--- src/rtl/lock_pkg.sv ---
// Shared state encoding, key codes and helpers for the combination-lock controller.
package lock_pkg;

    typedef enum logic [2:0] {
        ST_IDLE,
        ST_ENTRY,
        ST_CHECK,
        ST_OPEN,
        ST_PROG,
        ST_PCHK,
        ST_LOCKOUT
    } state_t;

    localparam logic [3:0] KEY_PROG   = 4'hA;
    localparam logic [3:0] KEY_CANCEL = 4'hC;
    localparam logic [3:0] KEY_ENTER  = 4'hE;

    localparam logic [2:0] FULL_CODE  = 3'd4;

    function automatic logic is_digit(input logic [3:0] key);
        return key <= 4'd9;
    endfunction

endpackage

--- src/rtl/lock_timer.sv ---
// Loadable down-counter with a zero flag; holds at zero rather than wrapping.
module lock_timer #(
    parameter int WIDTH = 10
) (
    input  logic             clk,
    input  logic             clr,
    input  logic             load,
    input  logic [WIDTH-1:0] load_value,
    input  logic             enable,
    output logic             zero
);

    logic [WIDTH-1:0] count;

    always_ff @(posedge clk) begin
        if (!clr) begin
            count <= '0;
        end else if (load) begin
            count <= load_value;
        end else if (enable && (count != '0)) begin
            count <= count - 1'b1;
        end
    end

    assign zero = (count == '0);

endmodule

--- src/rtl/lock_controller.sv ---
// Combination-lock sequencer: feeds the external code shift register, checks the code
// against the stored password, and drives unlock/error/alarm and password programming.
module lock_controller
    import lock_pkg::*;
#(
    parameter logic [15:0] PASSWORD       = 16'h1234,
    parameter int          MAX_TRIES      = 3,
    parameter int          UNLOCK_CYCLES  = 500,
    parameter int          LOCKOUT_CYCLES = 1000
) (
    input  logic        clk,
    input  logic        clr,
    input  logic        key_valid,
    input  logic [3:0]  key_code,
    input  logic [15:0] code_i,
    output logic        sr_load,
    output logic [3:0]  sr_data,
    output logic        sr_clr,
    output logic        unlock,
    output logic        error,
    output logic        alarm,
    output logic        prog_done,
    output logic [2:0]  tries
);

    localparam int MAX_CYCLES = (UNLOCK_CYCLES > LOCKOUT_CYCLES) ? UNLOCK_CYCLES : LOCKOUT_CYCLES;
    localparam int TIMER_W    = $clog2(MAX_CYCLES);
    localparam logic [TIMER_W-1:0] UNLOCK_LOAD  = TIMER_W'(UNLOCK_CYCLES - 1);
    localparam logic [TIMER_W-1:0] LOCKOUT_LOAD = TIMER_W'(LOCKOUT_CYCLES - 1);
    localparam logic [2:0]         MAX_T        = 3'(MAX_TRIES);

    state_t       state, state_n;
    logic         check_phase, check_phase_n;
    logic         start_clr;
    logic [2:0]   digit_cnt, digit_cnt_n;
    logic [2:0]   tries_n, tries_inc;
    logic [15:0]  password, password_n;
    logic         sr_load_n, sr_clr_n, unlock_n, error_n, alarm_n, prog_done_n;
    logic [3:0]   sr_data_n;
    logic         fail;
    logic         timer_load, timer_en, timer_zero;
    logic [TIMER_W-1:0] timer_value;

    logic key_digit, key_enter, key_cancel, key_prog, accept_digit;

    assign key_digit    = key_valid && is_digit(key_code);
    assign key_enter    = key_valid && (key_code == KEY_ENTER);
    assign key_cancel   = key_valid && (key_code == KEY_CANCEL);
    assign key_prog     = key_valid && (key_code == KEY_PROG);
    assign accept_digit = key_digit && (digit_cnt < FULL_CODE);
    assign tries_inc    = (tries == MAX_T) ? tries : tries + 3'd1;

    lock_timer #(
        .WIDTH(TIMER_W)
    ) u_timer (
        .clk       (clk),
        .clr       (clr),
        .load      (timer_load),
        .load_value(timer_value),
        .enable    (timer_en),
        .zero      (timer_zero)
    );

    always_ff @(posedge clk) begin
        if (!clr) begin
            state       <= ST_IDLE;
            check_phase <= 1'b0;
            start_clr   <= 1'b1;
            digit_cnt   <= '0;
            tries       <= '0;
            password    <= PASSWORD;
            sr_load     <= 1'b0;
            sr_data     <= '0;
            sr_clr      <= 1'b1;
            unlock      <= 1'b0;
            error       <= 1'b0;
            alarm       <= 1'b0;
            prog_done   <= 1'b0;
        end else begin
            state       <= state_n;
            check_phase <= check_phase_n;
            start_clr   <= 1'b0;
            digit_cnt   <= digit_cnt_n;
            tries       <= tries_n;
            password    <= password_n;
            sr_load     <= sr_load_n;
            sr_data     <= sr_data_n;
            sr_clr      <= sr_clr_n;
            unlock      <= unlock_n;
            error       <= error_n;
            alarm       <= alarm_n;
            prog_done   <= prog_done_n;
        end
    end

    // The first cycle after reset only flushes the shift register; keys that cycle are dropped.
    always_comb begin
        state_n       = state;
        check_phase_n = 1'b0;
        digit_cnt_n   = digit_cnt;
        tries_n       = tries;
        password_n    = password;
        sr_load_n     = 1'b0;
        sr_data_n     = sr_data;
        sr_clr_n      = 1'b1;
        unlock_n      = unlock;
        error_n       = 1'b0;
        alarm_n       = alarm;
        prog_done_n   = 1'b0;
        fail          = 1'b0;
        timer_load    = 1'b0;
        timer_value   = '0;
        timer_en      = 1'b0;

        if (start_clr) begin
            sr_clr_n = 1'b0;
        end else begin
            case (state)
                ST_IDLE, ST_ENTRY: begin
                    if (accept_digit) begin
                        sr_load_n   = 1'b1;
                        sr_data_n   = key_code;
                        digit_cnt_n = digit_cnt + 3'd1;
                        state_n     = ST_ENTRY;
                    end else if (key_enter) begin
                        if (digit_cnt == FULL_CODE) begin
                            state_n = ST_CHECK;
                        end else begin
                            fail = 1'b1;
                        end
                    end else if (key_cancel && (state == ST_ENTRY)) begin
                        sr_clr_n    = 1'b0;
                        digit_cnt_n = '0;
                        state_n     = ST_IDLE;
                    end
                end
                ST_CHECK: begin
                    if (!check_phase) begin
                        check_phase_n = 1'b1;
                    end else if (code_i == password) begin
                        sr_clr_n    = 1'b0;
                        digit_cnt_n = '0;
                        unlock_n    = 1'b1;
                        tries_n     = '0;
                        timer_load  = 1'b1;
                        timer_value = UNLOCK_LOAD;
                        state_n     = ST_OPEN;
                    end else begin
                        fail = 1'b1;
                    end
                end
                ST_OPEN: begin
                    if (timer_zero || key_cancel) begin
                        unlock_n = 1'b0;
                        state_n  = ST_IDLE;
                    end else if (key_prog) begin
                        sr_clr_n    = 1'b0;
                        digit_cnt_n = '0;
                        state_n     = ST_PROG;
                    end else begin
                        timer_en = 1'b1;
                    end
                end
                ST_PROG: begin
                    if (accept_digit) begin
                        sr_load_n   = 1'b1;
                        sr_data_n   = key_code;
                        digit_cnt_n = digit_cnt + 3'd1;
                    end else if (key_enter && (digit_cnt == FULL_CODE)) begin
                        state_n = ST_PCHK;
                    end else if (key_enter || key_cancel) begin
                        error_n     = 1'b1;
                        sr_clr_n    = 1'b0;
                        digit_cnt_n = '0;
                        unlock_n    = 1'b0;
                        state_n     = ST_IDLE;
                    end
                end
                ST_PCHK: begin
                    password_n  = code_i;
                    prog_done_n = 1'b1;
                    sr_clr_n    = 1'b0;
                    digit_cnt_n = '0;
                    unlock_n    = 1'b0;
                    state_n     = ST_IDLE;
                end
                ST_LOCKOUT: begin
                    if (timer_zero) begin
                        alarm_n = 1'b0;
                        tries_n = '0;
                        state_n = ST_IDLE;
                    end else begin
                        timer_en = 1'b1;
                    end
                end
                default: begin
                    state_n = ST_IDLE;
                end
            endcase

            // Short codes and mismatches share one failure path so lockout treats them alike.
            if (fail) begin
                error_n     = 1'b1;
                sr_clr_n    = 1'b0;
                digit_cnt_n = '0;
                tries_n     = tries_inc;
                if (tries_inc == MAX_T) begin
                    alarm_n     = 1'b1;
                    timer_load  = 1'b1;
                    timer_value = LOCKOUT_LOAD;
                    state_n     = ST_LOCKOUT;
                end else begin
                    state_n = ST_IDLE;
                end
            end
        end
    end

endmodule

--- config.mk ---
export PLATFORM = sky130hd
export DESIGN_NAME = lock_controller
export DESIGN_NICKNAME = d
export VERILOG_FILES = /design/src/rtl/lock_pkg.sv /design/src/rtl/lock_timer.sv /design/src/rtl/lock_controller.sv
export SDC_FILE = /design/constraint.sdc
export NUM_CORES = 1
export LEC_CHECK = 0
export ABC_AREA = 1
export BUFFER_PORTS_ARGS = -buffer_cell sky130_fd_sc_hd__buf_2
export CAP_MARGIN = 20
export CORE_MARGIN = 2
export CORE_UTILIZATION = 57
export CTS_CLUSTER_DIAMETER = 100
export DETAILED_ROUTE_END_ITERATION = 12
export PLACE_DENSITY = 0.79
export SLEW_MARGIN = 20
export SYNTH_ARGS = -nofsm -noshare
export SYNTH_HDL_FRONTEND = slang
export SYNTH_SLANG_ARGS = --single-unit
--- constraint.sdc ---
create_clock -name clk -period 1.9 [get_ports clk]
set_input_delay 0.38 -clock clk [delete_from_list [all_inputs] [get_ports clk]]
set_output_delay 0.38 -clock clk [all_outputs]
set_load 0.01 [all_outputs]
==> results of run 1 <==
## cell families (layout without fill, tap and decap cells)
logic type,Yosys count,count (layout)
AO/OA/AOI/OAI,62,62
XOR/XNOR,7,7
adder cells (fa/ha/maj),4,4
buffers and inverters,76,116
flip-flops,47,47
AND/OR/NAND/NOR,225,225
## placed cells by master (no fill, tap or decap), types with 6 or more instances in the layout
cell	synthesis	final
a21oi_1	24	24
buf_2	1	35
buf_4	2	6
dfxtp_1	47	47
inv_1	61	60
nand2_1	97	95
nand2_2	6	8
nand3_1	19	17
nand4_1	11	11
nor2_1	68	68
nor2_2	7	6
o21ai_0	28	26
xor2_1	6	6
## area by class of cell
class / instances / area, sq um
tap: 54 / 67.6
fill: 401 / 1580
clock inverter: 3 / 18.8
clock buffer: 5 / 68.8
sequential: 47 / 941
multi-input combinational: 298 / 1510
inverter: 67 / 254
timing repair buffer: 41 / 220
## through the flow
step	power (uW)	instances	utilization [%]	setup WS (ps)
after global placement	1510	506	63.3	-18.1
after global routing	2230	515	66.1	1.08
after detailed placement	1510	506	63.3	49.7
after CTS	2120	514	65.2	102
after floorplan	1400	421	-	220
final	2110	515	66.1	165
## where the power goes
group	switching (uW)	internal [uW]
sequential	51.1	1030
clock	349	259
combinational	277	152
total	676	1440
## timing repair
action                     CTS  global route
resized for setup            0            11
buffers inserted             0             1
setup endpoints to repair    0            15
## sequential cells by signal, summed over array words and instances, names as in the netlist
name	count
digit_cnt	3
prog_done	1
state	3
sr_data	4
sr_load	1
unlock	1
check_phase	1
sr_clr	1
tries	3
error	1
alarm	1
start_clr	1
password	16
u_timer.count	10
## worst min-delay path by stage
stage | endpoint | slack (ps) | cells after the start
after floorplan | password[10] | 440 | 2
after global placement | unlock | 450 | 2
after detailed placement | unlock | 450 | 2
after CTS | password[9] | 300 | 3
after global routing | password[9] | 340 | 3
final | password[9] | 310 | 3
## metal layers
layer | vias up | part of all wire (%) | GRT usage (%)
met1 | 1143 | 46 | 29.5
li1 | 1413 | - | -
met2 | 58 | 48 | 41.7
met4 | 0 | 1.8 | 8.64
met3 | 10 | 4.3 | 4.56
met5 | - | 0 | 0
## worst reg2reg max path: stages (launching register included)
cell,delay [ps]
dfxtp_1,510
nand2_1,180
nor2_2,240
nand2_2,150
nand2_1,110
nor2_2,40
nand3_1,130
nor2_2,60
inv_1,80
nand2_1,50
a21oi_1,110
==> flow_metrics.env, run 1 <==
export IMPL_outcome="finished, final reports clean"
export IMPL_max_slew_margin_rel_pct=63.2
export IMPL_setup_tns_ps=0
export IMPL_drt_wl_total_mm=5.90
export IMPL_routed_via_count=2624
export IMPL_r2r_slack_ps=160
export IMPL_detail_route_antenna_nets=0
export IMPL_synth_compound_area_share_pct=12.4
export IMPL_io_pins=36
export IMPL_ys_warn_count=0
export IMPL_grt_antenna_before_repair=0
export IMPL_grt_max_degree=31
export IMPL_cp_startpoint="state[1]"
export IMPL_synth_edf_count=0
export IMPL_ctsHoldBuffers=0
export IMPL_ys_ff_latch=47
export IMPL_cts_path_max_buffers=2
export IMPL_async_reset_ff_share_pct=0
export IMPL_fp_dieH_microns=73.0
export IMPL_reg2reg_from="state[1]"
export IMPL_syn_avg_cell_area_sq_um=6.44
export IMPL_yosys_most_used_dff="dfxtp_1"
export IMPL_reg2reg_to="state[0]"
export IMPL_overflow=0
export IMPL_min_period_over_period_pct=91.3
export IMPL_vdd_ir_drop_max_uv=372
export IMPL_io_buffer_count=35
export IMPL_endpoint="state[0]"
export IMPL_cp_end_kind="flop"
export IMPL_crit_required_ps=2130
export IMPL_dr_pass1_iters=4
export IMPL_seq_area_frac_synth_pct=34.7
export IMPL_finalSetupViolCount=0
export IMPL_period_needed_ps=1740
export IMPL_layout_area_overhead_vs_synth_pct=13.7
export IMPL_cts_buffers=5
export IMPL_placementRows=25
export IMPL_fp_coreArea_sq_um=4660
export IMPL_clk_pin_slew_worst_paths_ps=90
export IMPL_critPathTopFamily="simple AND/OR/NAND/NOR gates"
export IMPL_grt_pass1_wl_mm=9.99
export IMPL_routabilityCongestion=1.05
export IMPL_post_drt_wl_per_cell_microns=11.5
export IMPL_skew_ps=5.91
export IMPL_worstSetupStartpointType="flop"
export IMPL_routed_via_density=5.10
export IMPL_yosys_area_top_type="dfxtp_1"
export IMPL_worst_pin_slew_ps=548
export IMPL_path_cells="nand2_1 > nor2_2 > nand2_2 > nand2_1 > nor2_2 > nand3_1 > nor2_2 > inv_1 > nand2_1 > a21oi_1"
export IMPL_synth_area_mux_share_pct=0
export IMPL_cts_root_buf="clkbuf_8"
export IMPL_synth_top_area_share_pct=34.7
export IMPL_min_path_type="in2reg"
export IMPL_clk_latency_ps=300
export IMPL_place_hpwl_mm=4.39
export IMPL_critPathSlowestCell="dfxtp_1"
export IMPL_nets=487
export IMPL_clock_sinks=47
export IMPL_synthCells=421
export IMPL_drive_above_1_share_pct=18.7
export IMPL_whs_ps=306
export IMPL_worstHoldStart="code_i[9]"
export IMPL_rsz0062_at_grt="false"
export IMPL_die_area_sq_um=5320
export IMPL_synth_most_common_cell="nand2_1"
export IMPL_finalHoldViolCount=0
export IMPL_synth_xor_xnor_area_share_pct=2.26
export IMPL_drtIter0Drc=197
export IMPL_critPathBufInv=1
export IMPL_start_util_pct=58.2
export IMPL_cts_tree="built"
export IMPL_track_usage_pct=24.0
export IMPL_synth_distinct_cells=34
export IMPL_max_freq_ghz=0.576
export IMPL_yosys_area_share_simple_pct=37.9
export IMPL_netlist_area_sq_um=2710
export IMPL_power_density_nw_per_um2=686
export IMPL_dpl_cell_area_sq_um=2950
export IMPL_drv_cap=0
export IMPL_r2r_cells=10
export IMPL_critPathMaxFanout=8
export IMPL_arrival_ps=1960
export IMPL_final_area_sq_um=3080
export IMPL_drc=0
export IMPL_synth_top_family_by_area="simple AND/OR/NAND/NOR gates"
export IMPL_antennaDiodeCount=0
export IMPL_synth_adder_area_share_pct=1.85
export IMPL_crit_type="reg2reg"
export IMPL_synth_area_top_cells="dfxtp_1 (35%), nand2_1 (13%), nor2_1 (9.4%)"
export IMPL_htreeDepth=2
export IMPL_die_w_microns=73.0
export IMPL_crit_path_max_incr_delay_ps=510
export IMPL_yosys_top_cells_count="nand2_1 (97), nor2_1 (68), inv_1 (61)"
export IMPL_synth_nets=448
export IMPL_worstSetupPathDepth=10
export IMPL_first_global_vias=2389
export IMPL_finalMaxSlewViolations=0
export IMPL_leakagePower_uw=0.00157
(Power assumes the default switching activity.)
==> inputs of run 2 (changes only) <==
--- a/config.mk
+++ b/config.mk
@@ -12,6 +12,7 @@
 export CORE_UTILIZATION = 57
 export CTS_CLUSTER_DIAMETER = 100
 export DETAILED_ROUTE_END_ITERATION = 12
+export GPL_TIMING_DRIVEN = 0
 export PLACE_DENSITY = 0.79
 export SLEW_MARGIN = 20
 export SYNTH_ARGS = -nofsm -noshare
==> constraint.sdc (replaced) <==
create_clock -name clk -period 1.9 [get_ports clk]
set_input_delay 0.38 -clock clk [delete_from_list [all_inputs] [get_ports clk]]
set_output_delay 0.38 -clock clk [all_outputs]
set_load 0.005 [all_outputs]
==> flow_metrics.env, run 2 (synthesis results as in run 1) <==
export IMPL_leakagePower_uw=0.00160
export IMPL_drc=0
export IMPL_largest_reg_flops=16
export IMPL_first_global_vias=2324
export IMPL_hold_path_depth=3
export IMPL_r2r_cells=13
export IMPL_layout_area_overhead_vs_synth_pct=16.6
export IMPL_skew_ps=10.2
export IMPL_cts_path_max_buffers=2
export IMPL_hold_end="password[9]"
export IMPL_period_needed_ps=1790
export IMPL_clk_pin_slew_worst_paths_ps=90
export IMPL_arrival_ps=2000
export IMPL_detail_route_antenna_nets=0
export IMPL_finalMaxSlewViolations=0
export IMPL_final_area_sq_um=3160
export IMPL_reg2reg_from="u_timer.count[1]"
export IMPL_io_buffer_count=35
export IMPL_outcome="finished, final reports clean"
export IMPL_post_drt_wl_per_cell_microns=11.9
export IMPL_place_hpwl_mm=4.65
export IMPL_final_cell_mix="nand2_1 (93), nor2_1 (68), inv_1 (59)"
export IMPL_total_power_uw=2290
export IMPL_start_util_pct=58.2
export IMPL_max_freq_ghz=0.557
export IMPL_worstSetupStartpointType="flop"
export IMPL_r2r_slack_ps=110
export IMPL_finalHoldViolCount=0
export IMPL_final_common_cell="nand2_1"
export IMPL_worstHoldStart="code_i[9]"
export IMPL_place_inst=510
export IMPL_fp_dieH_microns=73.0
export IMPL_die_w_microns=73.0
export IMPL_drtIter0Drc=133
export IMPL_grt_max_degree=15
export IMPL_placementRows=25
export IMPL_cts_root_buf="clkbuf_8"
export IMPL_drv_cap=0
export IMPL_drt_wl_total_mm=6.22
export IMPL_largestRegisters="password: 16 flops, u_timer.count: 10 flops, sr_data: 4 flops"
export IMPL_reg2reg_to="state[2]"
export IMPL_vdd_ir_drop_max_uv=542
export IMPL_cts_buffers=5
export IMPL_routed_via_count=2678
export IMPL_min_path_type="in2reg"
export IMPL_crit_required_ps=2100
export IMPL_nets=495
export IMPL_worst_pin_slew_ps=528
export IMPL_htreeDepth=2
export IMPL_finalSetupViolCount=0
export IMPL_io_pins=36
export IMPL_fp_coreArea_sq_um=4660
export IMPL_whs_ps=299
export IMPL_final_cell_count_no_fill=523
export IMPL_ctsHoldBuffers=0
export IMPL_top_register="password"
export IMPL_clk_latency_ps=300
export IMPL_max_slew_margin_rel_pct=64.8
export IMPL_overflow=0
export IMPL_routed_via_density=5.12
export IMPL_antennaDiodeCount=0
export IMPL_setup_ws_ps=105
export IMPL_grt_antenna_before_repair=0
export IMPL_crit_type="reg2reg"
export IMPL_clock_sinks=47
export IMPL_critPathMaxFanout=4
export IMPL_min_period_over_period_pct=94.5
export IMPL_routabilityCongestion=0.923
export IMPL_power_density_nw_per_um2=725
export IMPL_cp_end_kind="flop"
export IMPL_grt_pass1_wl_mm=10.1
export IMPL_drive_above_1_share_pct=19.8
export IMPL_die_area_sq_um=5320
export IMPL_dpl_cell_area_sq_um=2950
export IMPL_track_usage_pct=24.2
export IMPL_dr_pass1_iters=4
export IMPL_cts_tree="built"
export IMPL_pre_cts_ws_ps=-47.5
## run 2: cell types whose count changed in the layout (fill, tap and decap cells not counted), sizes merged
cell / change
inv: -1
bufinv: +1
clkinv: -1
buf: +2
clkbuf: +7
## run 2: stage by stage
stage                     setup TNS, ps  utilization [%]
final                                 0             67.8
after global routing              -4.03             67.8
after CTS                             0             66.0
after detailed placement           -206             63.4
after global placement                0             63.4
after floorplan                       0                -
## run 2: where the power goes
part,internal (uW),switching [uW],leakage [uW]
Sequential,1030,28.8,0.000381
Clock,426,342,0.0000612
Combinational,165,302,0.00116
## run 2: timing repair
item | CTS | global route
endpoints found under the hold margin | 0 | 0
pin swaps | 0 | 6
gates resized for setup | 1 | 14
setup endpoints to repair | 7 | 20
setup buffers | 0 | 5
## run 2: worst max path at each step
stage | to | cells past startpoint | start | slack (ps)
finish | state[2] | 13 | u_timer.count[1] | 110
global route | state[2] | 13 | u_timer.count[1] | -4
CTS | state[2] | 13 | u_timer.count[0] | 10
detailed placement | u_timer.count[6] | 14 | code_i[10] | -50
global placement | u_timer.count[7] | 9 | tries[0] | 20
floorplan | state[2] | 13 | u_timer.count[0] | 240
## run 2: worst max-delay path, cell delays in order, from the launching register on
cell	delay (ps)
dfxtp_2	340
inv_2	60
ha_4	130
nand3_2	100
nor2_4	150
nand2_2	100
nand2_2	80
nand2_1	60
nor2_2	160
nand3_2	120
nor2_4	130
inv_1	70
o21ai_1	130
inv_1	50
## run 2: area by class of cell
type	count	area [sq um]
Buffer	9	42.5
Clock buffer	6	82.6
Clock inverter	2	35.0
Fill cell	427	1500
Inverter	67	256
Multi-Input combinational cell	298	1520
Sequential cell	47	942
Tap cell	54	67.6
Timing Repair Buffer	40	213
## run 2: routing by layer
| layer | part of all wire (%) | track usage, % | up-vias |
|---|---|---|---|
| li1 | - | - | 1418 |
| met1 | 46 | 31.0 | 1192 |
| met2 | 48 | 41.3 | 62 |
| met3 | 4.2 | 4.56 | 6 |
| met4 | 1.1 | 7.00 | 0 |
| met5 | 0 | 0 | - |
==> inputs of run 3 (changes only) <==
--- a/config.mk
+++ b/config.mk
@@ -8,6 +8,7 @@
 export ABC_AREA = 1
 export BUFFER_PORTS_ARGS = -buffer_cell sky130_fd_sc_hd__buf_2
 export CAP_MARGIN = 20
+export CORE_ASPECT_RATIO = 0.8
 export CORE_MARGIN = 2
 export CORE_UTILIZATION = 57
 export CTS_CLUSTER_DIAMETER = 100
==> flow_metrics.env, run 3 (synthesis results as in run 1) <==
export IMPL_critPathMaxFanout=4
export IMPL_power_share_clock_pct=32.4
export IMPL_crit_required_ps=2100
export IMPL_outcome="finished, final reports clean"
export IMPL_worst_pin_slew_ps=531
export IMPL_routed_via_count=2751
export IMPL_cp_end_kind="flop"
export IMPL_p_sw_uw=683
export IMPL_skew_ps=8.99
export IMPL_track_usage_pct=26.6
export IMPL_final_common_cell="nand2_1"
export IMPL_die_area_sq_um=5330
export IMPL_drive_above_1_share_pct=20.6
export IMPL_dr_pass1_iters=4
export IMPL_drc=0
export IMPL_critPathTopFamily="simple AND/OR/NAND/NOR gates"
export IMPL_io_pins=36
export IMPL_detail_route_antenna_nets=0
export IMPL_fp_coreArea_sq_um=4570
export IMPL_multi_input_area_sq_um=1530
export IMPL_start_util_pct=59.3
export IMPL_setup_ws_ps=106
export IMPL_placementRows=22
export IMPL_clock_sinks=47
export IMPL_cts_tree="built"
export IMPL_antennaDiodeCount=0
export IMPL_post_drt_wl_per_cell_microns=12.7
export IMPL_grt_antenna_before_repair=0
export IMPL_internal_power_uw=1590
export IMPL_nFillCells=420
export IMPL_period_needed_ps=1790
export IMPL_vdd_ir_drop_max_uv=501
export IMPL_htreeDepth=2
export IMPL_top_register="password"
export IMPL_total_power_uw=2270
export IMPL_power_density_nw_per_um2=710
export IMPL_leakagePower_uw=0.00162
export IMPL_finalHoldViolCount=0
export IMPL_grt_pass1_wl_mm=11.0
export IMPL_pre_cts_ws_ps=-67.3
export IMPL_pwr_share_comb_pct=21.2
export IMPL_r2r_cells=13
export IMPL_max_freq_ghz=0.557
export IMPL_critPathBufInv=3
export IMPL_routabilityCongestion=0.937
export IMPL_cts_path_max_buffers=2
export IMPL_setup_tns_ps=0
export IMPL_drv_cap=0
export IMPL_cts_root_buf="clkbuf_8"
export IMPL_final_seq_area_sq_um=945
export IMPL_crit_type="reg2reg"
export IMPL_final_cell_mix="nand2_1 (95), nor2_1 (67), inv_1 (60)"
export IMPL_finalMaxSlewViolations=0
export IMPL_routed_via_density=5.17
export IMPL_max_slew_margin_rel_pct=64.6
export IMPL_drtIter0Drc=187
export IMPL_first_global_vias=2445
export IMPL_finalSetupViolCount=0
export IMPL_drt_wl_total_mm=6.74
export IMPL_grt_max_degree=15
export IMPL_min_path_type="in2reg"
export IMPL_min_period_over_period_pct=94.4
export IMPL_layout_area_overhead_vs_synth_pct=18.0
export IMPL_die_w_microns=81.1
export IMPL_clk_latency_ps=310
export IMPL_largestRegisters="password: 16 flops, u_timer.count: 10 flops, sr_data: 4 flops"
export IMPL_worstSetupStartpointType="flop"
export IMPL_crit_path_max_incr_delay_ps=320
export IMPL_critPathSlowestCell="dfxtp_1"
export IMPL_hold_path_depth=3
export IMPL_overflow=0
export IMPL_fp_dieH_microns=65.7
export IMPL_arrival_ps=2000
export IMPL_path_cells="inv_2 > ha_4 > nand3_2 > nor2_4 > nand2_2 > nand2_1 > nand2_1 > nor2_2 > nand3_2 > nor2_4 > inv_1 > o21ai_1 > inv_1"
export IMPL_nets=499
export IMPL_swShare_pct=30.1
export IMPL_place_hpwl_mm=4.95
export IMPL_largest_reg_flops=16
export IMPL_worstSetupPathDepth=13
export IMPL_cts_buffers=5
export IMPL_io_buffer_count=35
export IMPL_clk_pin_slew_worst_paths_ps=90
export IMPL_p_seq_share_pct=46.4
run 3: worst paths after layout:
path / startpoint / slack [ps] / endpoint
worst min register to register: unlock / 470 / unlock
worst max register to register: u_timer.count[0] / 110 / state[2]
worst max-delay path: u_timer.count[0] / 110 / state[2]
worst min-delay path: code_i[9] / 330 / password[9]
run 3: timing repair:
item                       4_1_cts  5_1_grt
setup endpoints to repair        6       19
pin swaps                        0        8
resized for setup                2       15
hold buffers                     0        0
buffers inserted                 0        9
hold endpoints to repair         0        0
cloned                           0        0
run 3: power groups by stage:
stage	clock network [uW]	registers (uW)	logic [uW]
after floorplan	0	1070	322
after global placement	0	1080	439
after detailed placement	0	1080	443
after CTS	737	1050	446
after global routing	784	1060	545
final	735	1050	481
run 3: final cells by class:
class	instances	area share, %
Multi-Input combinational cell	298	47.8
Sequential cell	47	29.5
Inverter	67	8.02
Timing Repair Buffer	44	7.59
Tap cell	60	2.35
Clock buffer	5	2.15
Buffer	9	1.33
Clock inverter	2	1.17
run 3: metal layers:
layer  share of wire, %  routed length [microns]  GRT usage, %
met1                 49                     3270          37.2
met2                 45                     3060          43.6
met3                5.4                      367          3.71
met4               0.56                       38          5.51
met5                  0                        0             0
run 3: worst register-to-register path: cells and delay by family, from the launching register on:
family          cells  cell delay (ps)
simple gates        8              890
buf+inv             3              210
fa+ha+maj           1              150
flops               1              320
compound gates      1              120
run 3: per-stage QoR:
step / std cells / area, sq um / hold WS, ps / util, %
2_1_floorplan: 421 / 2710 / 444 / -
6_report: 532 / 3200 / 328 / 70.0
4_1_cts: 523 / 3080 / 323 / 67.4
3_5_place_dp: 516 / 2960 / 456 / 64.8
3_3_place_gp: 516 / 2960 / 448 / 64.8
5_1_grt: 532 / 3200 / 356 / 70.0
